--- src/rtl/reset_sequencer.sv ---
// reset_sequencer: staged reset controller.
// Holds all downstream stages in reset until the PLL lock has been stable
// and a minimum hold time has elapsed. It then releases STAGES active-low
// resets in order, bit 0 first, spaced STAGE_DELAY cycles apart. It
// returns to HOLD on lock loss, or on a software request made while in RUN.
//
// Ports:
//   clk             - single clock, rising edge
//   n_reset         - asynchronous active-low reset
//   pll_lock        - PLL lock indicator (synchronous to clk)
//   soft_req        - software reset request, honoured only in RUN
//   n_stage_reset   - active-low stage resets, bit 0 released first
//   ready           - high while every stage is released (RUN)
//   soft_ack        - one-cycle pulse when a soft-reset sequence completes
//   lock_lost_count - saturating count of lock-loss events
module reset_sequencer #(
    parameter int unsigned STAGES      = 3,
    parameter int unsigned STAGE_DELAY = 16,
    parameter int unsigned LOCK_FILTER = 4,
    parameter int unsigned MIN_ASSERT  = 8
) (
    input  logic              clk,
    input  logic              n_reset,
    input  logic              pll_lock,
    input  logic              soft_req,
    output logic [STAGES-1:0] n_stage_reset,
    output logic              ready,
    output logic              soft_ack,
    output logic [3:0]        lock_lost_count
);
    localparam int unsigned LOCK_W = $clog2(LOCK_FILTER) + 1;
    localparam int unsigned HOLD_W = $clog2(MIN_ASSERT) + 1;
    localparam int unsigned DLY_W  = $clog2(STAGE_DELAY) + 1;
    localparam int unsigned IDX_W  = $clog2(STAGES) + 1;

    localparam logic [LOCK_W-1:0] LOCK_MAX = LOCK_W'(LOCK_FILTER);
    localparam logic [HOLD_W-1:0] HOLD_MAX = HOLD_W'(MIN_ASSERT);
    localparam logic [DLY_W-1:0]  DLY_LAST = DLY_W'(STAGE_DELAY - 1);
    localparam logic [IDX_W-1:0]  IDX_LAST = IDX_W'(STAGES - 1);

    typedef enum logic [1:0] {
        S_HOLD    = 2'd0,
        S_RELEASE = 2'd1,
        S_RUN     = 2'd2
    } state_t;

    state_t             state;
    logic [LOCK_W-1:0]  lock_ctr;
    logic [HOLD_W-1:0]  hold_ctr;
    logic [DLY_W-1:0]   dly_ctr;
    logic [IDX_W-1:0]   stage_idx;
    logic               soft_pending;

    logic [LOCK_W:0]    lock_next_c;
    logic [HOLD_W:0]    hold_next_c;
    logic               lock_ok_c;
    logic               hold_ok_c;
    logic               lock_lost_c;
    logic [STAGES-1:0]  stage_bit_c;

    // Thresholds are compared as "count + 1 >= bound" on a widened value, so
    // a bound of 1 does not turn into an always-true unsigned compare.
    assign lock_next_c = {1'b0, lock_ctr} + (LOCK_W + 1)'(1);
    assign hold_next_c = {1'b0, hold_ctr} + (HOLD_W + 1)'(1);
    assign lock_ok_c   = pll_lock && (lock_next_c >= (LOCK_W + 1)'(LOCK_FILTER));
    assign hold_ok_c   = hold_next_c >= (HOLD_W + 1)'(MIN_ASSERT);

    // Lock loss is only an event once something has been released.
    assign lock_lost_c = (state != S_HOLD) && !pll_lock;

    // One-hot mask of the stage that releases next.
    always_comb begin
        stage_bit_c = '0;
        for (int unsigned i = 0; i < STAGES; i++) begin
            stage_bit_c[i] = (IDX_W'(i) == stage_idx);
        end
    end

    // Lock filter, sequencing FSM and registered outputs.
    always_ff @(posedge clk or negedge n_reset) begin
        if (!n_reset) begin
            state           <= S_HOLD;
            lock_ctr        <= '0;
            hold_ctr        <= '0;
            dly_ctr         <= '0;
            stage_idx       <= '0;
            soft_pending    <= 1'b0;
            n_stage_reset   <= '0;
            ready           <= 1'b0;
            soft_ack        <= 1'b0;
            lock_lost_count <= '0;
        end else begin
            soft_ack <= 1'b0;

            if (!pll_lock) begin
                lock_ctr <= '0;
            end else if (lock_ctr != LOCK_MAX) begin
                lock_ctr <= lock_ctr + LOCK_W'(1);
            end

            if (lock_lost_c) begin
                // Lock loss wins over a simultaneous soft request.
                state         <= S_HOLD;
                n_stage_reset <= '0;
                ready         <= 1'b0;
                hold_ctr      <= '0;
                dly_ctr       <= '0;
                stage_idx     <= '0;
                soft_pending  <= 1'b0;
                if (lock_lost_count != 4'hF) begin
                    lock_lost_count <= lock_lost_count + 4'd1;
                end
            end else begin
                unique case (state)
                    S_HOLD: begin
                        if (hold_ctr != HOLD_MAX) begin
                            hold_ctr <= hold_ctr + HOLD_W'(1);
                        end
                        if (lock_ok_c && hold_ok_c) begin
                            n_stage_reset <= STAGES'(1);
                            dly_ctr       <= '0;
                            stage_idx     <= IDX_W'(1);
                            if (STAGES == 1) begin
                                state        <= S_RUN;
                                ready        <= 1'b1;
                                soft_ack     <= soft_pending;
                                soft_pending <= 1'b0;
                            end else begin
                                state <= S_RELEASE;
                            end
                        end
                    end
                    S_RELEASE: begin
                        if (dly_ctr == DLY_LAST) begin
                            n_stage_reset <= n_stage_reset | stage_bit_c;
                            dly_ctr       <= '0;
                            stage_idx     <= stage_idx + IDX_W'(1);
                            if (stage_idx == IDX_LAST) begin
                                state        <= S_RUN;
                                ready        <= 1'b1;
                                soft_ack     <= soft_pending;
                                soft_pending <= 1'b0;
                            end
                        end else begin
                            dly_ctr <= dly_ctr + DLY_W'(1);
                        end
                    end
                    S_RUN: begin
                        if (soft_req) begin
                            // Lock filter history is kept across a soft reset.
                            state         <= S_HOLD;
                            n_stage_reset <= '0;
                            ready         <= 1'b0;
                            hold_ctr      <= '0;
                            dly_ctr       <= '0;
                            stage_idx     <= '0;
                            soft_pending  <= 1'b1;
                        end
                    end
                    default: begin
                        state         <= S_HOLD;
                        n_stage_reset <= '0;
                        ready         <= 1'b0;
                    end
                endcase
            end
        end
    end
endmodule
--- config.mk ---
export PLATFORM = sky130hd
export DESIGN_NAME = reset_sequencer
export DESIGN_NICKNAME = d
export VERILOG_FILES = /design/src/rtl/reset_sequencer.sv
export SDC_FILE = /design/constraint.sdc
export NUM_CORES = 1
export LEC_CHECK = 0
export CAP_MARGIN = 40
export CORE_MARGIN = 1
export CORE_UTILIZATION = 35
export DETAILED_ROUTE_END_ITERATION = 16
export PLACE_DENSITY_LB_ADDON = 0.15
export REMOVE_ABC_BUFFERS = 1
export SLEW_MARGIN = 15
export SYNTH_ARGS = -nofsm -noshare
export SYNTH_HDL_FRONTEND = slang
export SYNTH_SLANG_ARGS = --single-unit
--- constraint.sdc ---
create_clock -name clk -period 1.65 [get_ports clk]
set_input_delay 0.33 -clock clk [delete_from_list [all_inputs] [get_ports clk]]
set_output_delay 0.33 -clock clk [all_outputs]
set_load 0.05 [all_outputs]
==> summary.txt <==
STA
  – Setup TNS: -0.937 ns
  – Slew Limit Fails: 0
  – Clock Skews: 0.00373 ns
  – Tcrit/Tclk final: 1.08
  – Worst setup margin: -0.129 ns
  – Actual slew at the worst max-slew pin: 0.362 ns
  – Final setup vio count: 16
  – Worst slew margin: 0.759
  – Fmax: 0.562 GHz
  – Period minus WS final: 1.78 ns
  – RSZ-0062 raised after global routing: true
  – Final Hold Fails: 0
  – Worst hold slack: 0.416 ns

Worst setup path
  – Worst path top cell family by delay: buffers and inverters
  – CP max stage cell: dfrtp_1
  – Crit-path cells: inv_2 -> ha_4 -> nand3b_1 -> mux2i_2 -> buf_4 -> buf_6 -> a211oi_4 -> buf_4 -> o22a_1
  – CP max stage delay: 0.41 ns
  – Critical Path Source: state[0]$_DFFE_PN0P_
  – Worst EP arrival: 1.96 ns
  – CP Class: register to register
  – Reg-to-Reg Start: state[0]$_DFFE_PN0P_
  – Crit-path most repeated cell: buf_4
  – Startpoint types: register
  – Reg2reg path depth: 9
  – CP Capture Type: register
  – R2r setup slk: -0.13 ns
  – CP max FO: 8
  – Reg2Reg Capture Point: n_stage_reset[0]$_DFFE_PN0P_
  – Critical Path RT: 1.83 ns
  – Worst Path Buf+Inv: 4

Die
  – I/O Pins: 13
  – Die footprint: 0.00481 mm²
  – Rows: 24
  – Die Y: 69.4 µm
  – Core area: 0.00435 mm²
  – Die W: 69.4 µm
  – Initial Utilization: 0.365

Logic synthesis
  – Sequential-to-total area share from yosys stat: 0.426
  – Mapped Area: 0.00159 mm²
  – Synth top area cells: dfrtp_1, ha_1, nand2_1
  – Synth Register Bits: 27
  – Syn_area_per_cell: 9.34 µm²
  – Yosys warns: 0
  – Synth unique cells: 43
  – Syn Inst Count: 170
  – Share of the synthesized area in the top cell type: 0.426
  – Largest area contributor in the netlist: dfrtp_1

Placement
  – PortBufs: 12
  – GP Congestion: 0.861
  – DP Area: 0.00205 mm²
  – Hpwl dp: 2820 µm
  – Placed Cells incl. Taps: 270
  – Dpl ws: -0.427 ns

GRT
  – Largest net degree at the start of global routing: 28
  – First-pass GRT wire length: 7470 µm
  – Initial antenna violation count: 0
  – Number of global-route vias before repair: 1555
  – Global route overflow: 0
  – Total track usage: 0.190

Detailed routing
  – Pre-antenna DRT Iters: 4
  – Final wirelength: 4210 µm
  – DRT iter0 DRCs: 71
  – Vias: 1516
  – DRC viols: 0
  – Via/cell ratio: 5.32
  – WL/cell: 14.8 µm
  – DRT antenna net count: 0

Clocking
  – CTS max path bufs: 2
  – H-tree depth: 1
  – Clock Tree Root: clkbuf_8
  – Clk_lat worst skew: 0.28 ns
  – CTS tree: built
  – Reg clk slew, reported paths: 0.10 ns
  – Clk sinks: 27
  – Total CTS buffers: 3

Run status
  – Outcome: finished, violations left
  – Failing checks: setup timing

Power and ir drop
  – Total power: 3.56 mW
  – PD cells: 1470 mW/mm²
  – LEAKAGE: 1.12 nW
  – Peak supply drop: 1.03 mV

Min path
  – Hold Crit Class: input pin to async pin

Final layout
  – Diode count: 0
  – Final core utilization: 0.558
  – NumNets Final: 251
  – Area Growth Syn to Fin: 53.0%
  – Layout cells sized above 1: 0.451
  – Fillers: 385
  – Final Instance Area: 0.00243 mm²
  – Finished Layout Cells: 285

Job
  – Max-Cap Viols: 0
-- worst register-to-register path, delay by kind of cell (launching register included) --
family          cells  cell delay (ns)
compound gates      2             0.22
fa+ha+maj           1             0.20
mux                 1             0.21
simple gates        1             0.11
flops               1             0.41
buf+inv             4             0.53
-- Yosys cell counts --
cell type,number
a22o_1,1
mux2_2,1
o21a_1,1
nand3b_1,1
a2bb2oi_1,2
nand2b_1,5
a211oi_1,2
ha_1,13
o31ai_1,4
o41ai_1,2
xor2_1,1
buf_4,1
a311oi_1,1
mux2i_1,3
o21ai_2,2
nor3_1,4
o21ai_0,10
nand3_1,5
o22a_1,1
a211oi_2,1
buf_6,1
a21o_1,1
a31o_1,1
nor2_1,15
a21boi_0,1
xnor2_1,1
inv_1,14
a211o_1,1
or3_1,1
dfrtp_1,27
nand4_1,1
and2_1,3
a41oi_1,1
a31oi_1,4
nor3b_1,1
buf_2,3
a21oi_1,10
nand2_1,15
nor2b_1,1
o22ai_1,2
nand4b_1,2
and4b_1,1
and3_1,2
-- logic make-up after synthesis --
logic type / after synthesis / share of synthesized area
AND/OR/NAND/NOR: 57 / 0.177
multiplexers: 4 / 0.0260
flip-flops: 27 / 0.426
buffers and inverters: 19 / 0.0544
XOR/XNOR: 2 / 0.0110
adder cells (fa/ha/maj): 13 / 0.102
AO/OA/AOI/OAI: 48 / 0.203
-- metal layers --
layer / routed length, µm / vias up / GRT usage
met5: 0 / - / 0
met4: 46 / 0 / 0.0499
met3: 141 / 5 / 0.0305
met2: 2070 / 30 / 0.321
met1: 1960 / 744 / 0.253
li1: - / 737 / -
-- how the worst max path moves through the flow --
stage	endpoint	slack (ns)	depth (start not counted)
floorplan	dly_ctr[3]$_DFFE_PN0P_	-0.43	6
global placement	n_stage_reset[1]$_DFFE_PN0P_	-0.42	8
detailed placement	dly_ctr[3]$_DFFE_PN0P_	-0.43	5
CTS	dly_ctr[1]$_DFFE_PN0P_	-0.10	8
global route	n_stage_reset[0]$_DFFE_PN0P_	-0.21	9
finish	n_stage_reset[0]$_DFFE_PN0P_	-0.13	9
-- what timing repair did --
item                                    in CTS  in global routing
buffers inserted                             7                  4
pin swaps                                   16                  8
gates cloned                                 1                  0
endpoints found under the setup margin      21                 19
hold buffers                                 0                  0
gates resized for setup                     45                 18
-- final cells by class --
| class | instances | area (µm²) | share of cell area |
|---|---|---|---|
| multi-input combinational | 125 | 1060 | 0.436 |
| sequential | 27 | 677 | 0.279 |
| timing repair buffer | 63 | 531 | 0.218 |
| tap | 52 | 65.1 | 0.0268 |
| inverter | 14 | 52.6 | 0.0216 |
| clock buffer | 3 | 41.3 | 0.0170 |
| clock inverter | 1 | 5.00 | 0.00206 |
-- report_power, final --
group / internal (mW) / leakage, nW / switching (mW)
combinational: 1.07 / 0.748 / 1.10
sequential: 0.835 / 0.343 / 0.171
clock: 0.170 / 0.0255 / 0.226
-- layout by cell type (no fill, tap or decap), types with 5 or more instances in the layout --
master	instances
ha_1	7
dfrtp_1	26
inv_1	12
buf_4	51
nand2_1	13
buf_6	7
o21ai_2	5
a21oi_1	6
nor2_1	14
-- registers in the layout, indices dropped and copies added, names as in the netlist --
| register | cells |
|---|---|
| n_stage_reset | 3 |
| hold_ctr | 4 |
| soft_pending | 1 |
| soft_ack | 1 |
| dly_ctr | 5 |
| lock_ctr | 3 |
| stage_idx | 3 |
| state | 2 |
| lock_lost_count | 4 |
| ready | 1 |
No activity file was read; power rests on OpenSTA's default activity.
==> RTL change 1 (config.mk and constraints unchanged) <==
Encoding of `state_t`: now one-hot (3 bits for 3 states).
--- a/src/rtl/reset_sequencer.sv
+++ b/src/rtl/reset_sequencer.sv
@@ -38,10 +38,10 @@
     localparam logic [DLY_W-1:0]  DLY_LAST = DLY_W'(STAGE_DELAY - 1);
     localparam logic [IDX_W-1:0]  IDX_LAST = IDX_W'(STAGES - 1);
 
-    typedef enum logic [1:0] {
-        S_HOLD    = 2'd0,
-        S_RELEASE = 2'd1,
-        S_RUN     = 2'd2
+    typedef enum logic [2:0] {
+        S_HOLD    = 3'b001,
+        S_RELEASE = 3'b010,
+        S_RUN     = 3'b100
     } state_t;
 
     state_t             state;
Formal check against the unedited RTL: no difference found for any inputs over 10 cycles, from zero or initial values and one cycle with n_reset low; not proved beyond that.
==> RTL change 1 against the unedited design <==
- synthesized cell count is 5.9% lower
- synthesized area is 3.2% higher
- final area is 1.4% lower
- largest power group unchanged
- power is 6.3% higher
- highest routed layer unchanged
- wire length is 4.6% lower
- the run still ends with setup timing left
- hold slack worse by 0.027 ns
- via count is 6.0% lower
- combinational power is 5% higher
- fmax is 5.9% higher
- sequential power is 6% higher
- sequential cell count is 1 higher
- setup slack better by 0.099 ns
- non-clock buffer count is 2 higher
==> RTL change 1: results (changes against the unedited design) <==
* Sw frac at 0.409 (-0.0100)
* Root Driver: clkbuf_8
* Routed wl met3 at 122 um (-13%)
* Setup violators final at 1 (-15)
* Synth Area in Compound Gates at 0.205 (+0.00127)
* 1st-pass router iterations at 4 (unchanged)
* Cell family with most CP delay: flip-flops
* CTS max path bufs at 2 (unchanged)
* Post-Route Skew at 0.00179 ns (-0.00194 ns)
* Hold_ws at 0.389 ns (-0.0268 ns)
* Violated checks: setup timing
* Asr flop ratio synth at 1.00 (unchanged)
* Leakage at 1.21 nW (+8.3%)
* Post-synthesis mux area share at 0.0198 (-0.00616)
* Placed cell count at 258 (-4.4%)
* Slew @ Worst Pin at 0.371 ns (+0.00939 ns)
* Worst setup slack after layout at -0.0300 ns (+0.0988 ns)
* Syn Inst Count at 160 (-5.9%)
* Post-Synth Adder-Cell Area at 0.0763 (-0.0261)
* Post-DP HPWL at 2830 um (+0.36%)
* Post-synth top cells: dfrtp_1 (27), nand2_1 (15), inv_1 (12)
* Place WS at -0.469 ns (-0.0417 ns)
* Reg2Reg Launch Point: hold_ctr[1]
* Wl on met1 at 1890 um (-3.6%)
* First-pass GRT wire length at 6950 um (-6.9%)
* Max incr delay on CP at 0.41 ns (about the same)
* Vias in the first global route at 1484 (-4.6%)
* Layout cells sized above 1 at 0.430 (-0.0202)
* Slowest stage cell, crit path: dfrtp_1
* Main area contributors after synthesis: dfrtp_1 (41%), ha_1 (7.6%), nand2_1 (3.4%)
* Post-Route WL at 4020 um (-4.6%)
* Htree depth at 1 (unchanged)
* GRT Overall Usage at 0.175 (-0.0155)
* Arrival time at the worst endpoint at 1.86 ns (-0.10 ns)
* Synth unique cells at 51 (+19%)
* XOR/XNOR share of the synthesized area at 0.0267 (+0.0157)
* Critical Path Fanout Max at 7 (-1)
* Outcome: finished with violations
* Nets at 238 (-5.2%)
* Vias per cell at 5.18 (-2.6%)
* Largest net degree at the start of global routing at 29 (+3.6%)
* Seq/Total Area, Yosys at 0.428 (+0.00271)
* M1 GR Usage at 0.231 (-0.0219)
* Fin cells at 275 (-3.5%)
* Met3 usage at 0.0289 (-0.00166)
* Peak VDD IR at 0.00108 V (+4.8%)
* Routability Congestion at 0.787 (-8.5%)
* Met2 GRT Util at 0.297 (-0.0241)
* WL met2 at 1970 um (-4.6%)
* Drt initial violations at 44 (-38%)
* Setup TNS at -0.0300 ns (+0.907 ns)
* Critical Path Source: hold_ctr[1]
* FILL cells at 389 (+1.0%)
[RTL change 1: changes by cell type in the layout (fill, tap and decap cells not counted), moves of 4 or more]
cell	delta
o21ai_2	-4
ha_4	-4
nor2_1	-8
a21o_1	+4
a21oi_1	-4
[RTL change 1: what timing repair did]
item / 4_1_cts / 5_1_grt
buffers inserted: 4 / 9
setup endpoints to repair: 19 / 20
pin swaps: 9 / 10
gates resized for setup: 19 / 13
[RTL change 1: power groups by stage]
| stage | Sequential (mW) | Combinational (mW) | Clock [mW] |
|---|---|---|---|
| floorplan | 1.31 | 0.765 | 0 |
| global placement | 1.05 | 1.81 | 0 |
| detailed placement | 1.06 | 1.86 | 0 |
| CTS | 1.06 | 2.03 | 0.451 |
| global route | 1.10 | 2.45 | 0.487 |
| finish | 1.07 | 2.27 | 0.447 |
[RTL change 1: layout make-up]
cell class,count,share of cell area
sequential,28,0.294
clock buffer,4,0.0230
inverter,12,0.0188
tap,52,0.0272
multi-input combinational,114,0.402
timing repair buffer,65,0.235
[RTL change 1: worst paths after layout]
path / end / cells after the start
worst max-delay path: n_stage_reset[1] / 7
worst min-delay path: lock_ctr[0] / 2
worst max register to register: n_stage_reset[1] / 7
worst min register to register: n_stage_reset[1] / 1
max in group asynchronous: state[0] / 2
min in group clk: n_stage_reset[1] / 1
[RTL change 1: logic make-up after synthesis]
family                   after synthesis
flip-flops                            28
buffers and inverters                 18
AND/OR/NAND/NOR                       53
multiplexers                           3
adder cells (fa/ha/maj)               10
AO/OA/AOI/OAI                         43
XOR/XNOR                               5
[RTL change 1: metrics by stage]
step                total power [mW]  cell area, um^2
global route                    4.04             2400
global placement                2.86             2110
finish                          3.79             2400
floorplan                       2.08             1600
CTS                             3.54             2280
detailed placement              2.92             2110
==> RTL change 2 (same flow settings) <==
Made on the original files. `MIN_ASSERT`: 8 -> 16.
--- a/src/rtl/reset_sequencer.sv
+++ b/src/rtl/reset_sequencer.sv
@@ -17,7 +17,7 @@
     parameter int unsigned STAGES      = 3,
     parameter int unsigned STAGE_DELAY = 16,
     parameter int unsigned LOCK_FILTER = 4,
-    parameter int unsigned MIN_ASSERT  = 8
+    parameter int unsigned MIN_ASSERT  = 16
 ) (
     input  logic              clk,
     input  logic              n_reset,
Formal check against the unedited RTL: not equivalent (Yosys sat finds a counterexample within 10 cycles, from zero or initial values and one cycle with n_reset low).
==> RTL change 2 against the unedited design <==
- the run still ends with setup timing left
- synthesized area increased by 6.2%
- utilization decreased by 0.53 points
- final area increased by 2.5%
- power increased by 18%
- wire length increased by 2.2%
- sequential cell count increased by 1
- setup slack improved by 0.033 ns
- fmax increased by 1.9%
- critical path type unchanged
- largest cell class unchanged
==> RTL change 2: results (changes against the unedited design) <==
* Outcome: finished with violations
* Violated checks: setup timing
* Multi-input combinational area share at 0.466 (+0.0302)
* Routability Congestion at 0.810 (-5.9%)
* Placed Area at 2120 um^2 (+3.3%)
* Peak VDD IR at 0.00108 V (+4.7%)
* ClkCell Share at 0.0286 (+0.00959)
* Leakage at 1.11 nW (-1.1%)
* GRT Overall Usage at 0.174 (-0.0163)
* Signal buf overhead at 0.178 (-0.0399)
* Nets at 248 (-1.2%)
* FILL cells at 415 (+7.8%)
* Main area contributors after synthesis: dfrtp_1 (42%), ha_1 (10%), a21oi_1 (3.9%)
* Slowest stage cell, crit path: or3b_4
* Hold_ws at 0.432 ns (+0.0162 ns)
* Syn Inst Count at 176 (+3.5%)
* FF/Latch Area at 701 um^2 (+3.5%)
* Routed WL per cell at 15.3 um (+3.6%)
* Synth unique cells at 50 (+16%)
* Post-Route Skew at 0.00636 ns (+0.00263 ns)
* Post-Route WL at 4310 um (+2.2%)
* Biggest regs: dly_ctr: 5 flops, hold_ctr: 5 flops, lock_lost_count: 4 flops
* Synth Area in Compound Gates at 0.204 (+0.000696)
* Comb_multi_in at 131 (+4.8%)
* Cell count of the worst reg-to-reg path at 8 (-1)
* Fin util at 0.553 (-0.00527)
* #FFs+latches synth at 28 (+3.7%)
* Largest net degree at the start of global routing at 29 (+3.6%)
* Setup TNS at -1.04 ns (-0.102 ns)
* XOR/XNOR share of the synthesized area at 0.0104 (-0.000647)
* Post-synthesis mux area share at 0.0185 (-0.00746)
* Post-synth top cells: dfrtp_1 (28), ha_1 (14), a21oi_1 (13), inv_1 (13), nor2_1 (12)
* First-pass GRT wire length at 7040 um (-5.7%)
* Worst setup slack after layout at -0.0959 ns (+0.0329 ns)
* Layout cells sized above 1 at 0.432 (-0.0183)
* Cell family with most CP delay: simple AND/OR/NAND/NOR gates
* Slew @ Worst Pin at 0.428 ns (+0.0662 ns)
* Vias in the first global route at 1448 (-6.9%)
* Post-DP HPWL at 3050 um (+8.2%)
* Critical Path Fanout Max at 4 (-4)
* Arrival time at the worst endpoint at 1.92 ns (-0.04 ns)
* Place WS at -0.559 ns (-0.132 ns)
* Post-Synth Adder-Cell Area at 0.104 (+0.00141)
* Setup violators final at 16 (unchanged)
## RTL change 2: cell count changes in the layout (fill, tap and decap cells not counted), sizes merged, moves of 3 or more
| cell | delta |
|---|---|
| nor2b | +4 |
| a21oi | +3 |
| a211oi | -3 |
| and2 | -3 |
| buf | -10 |
| nand2 | -4 |
## RTL change 2: metal layers
layer / wire (um) / part of all wire / global-route usage / vias up
met3: 123 / 0.029 / 0.0211 / 2
met1: 2010 / 0.47 / 0.240 / 717
met4: 26 / 0.0060 / 0.0333 / 0
met5: 0 / 0 / 0 / -
li1: - / - / - / 741
met2: 2140 / 0.50 / 0.295 / 21
## RTL change 2: repair_timing
| item | 4_1_cts | 5_1_grt |
|---|---|---|
| pin swaps | 13 | 11 |
| endpoints found under the setup margin | 21 | 21 |
| setup buffers | 5 | 1 |
| resized for setup | 29 | 29 |
| endpoints found under the hold margin | 0 | 0 |
## RTL change 2: report_power, final
part	internal, mW	switching, mW
Clock	0.325	0.226
Combinational	1.21	1.40
Sequential	0.863	0.180
Total	2.40	1.81
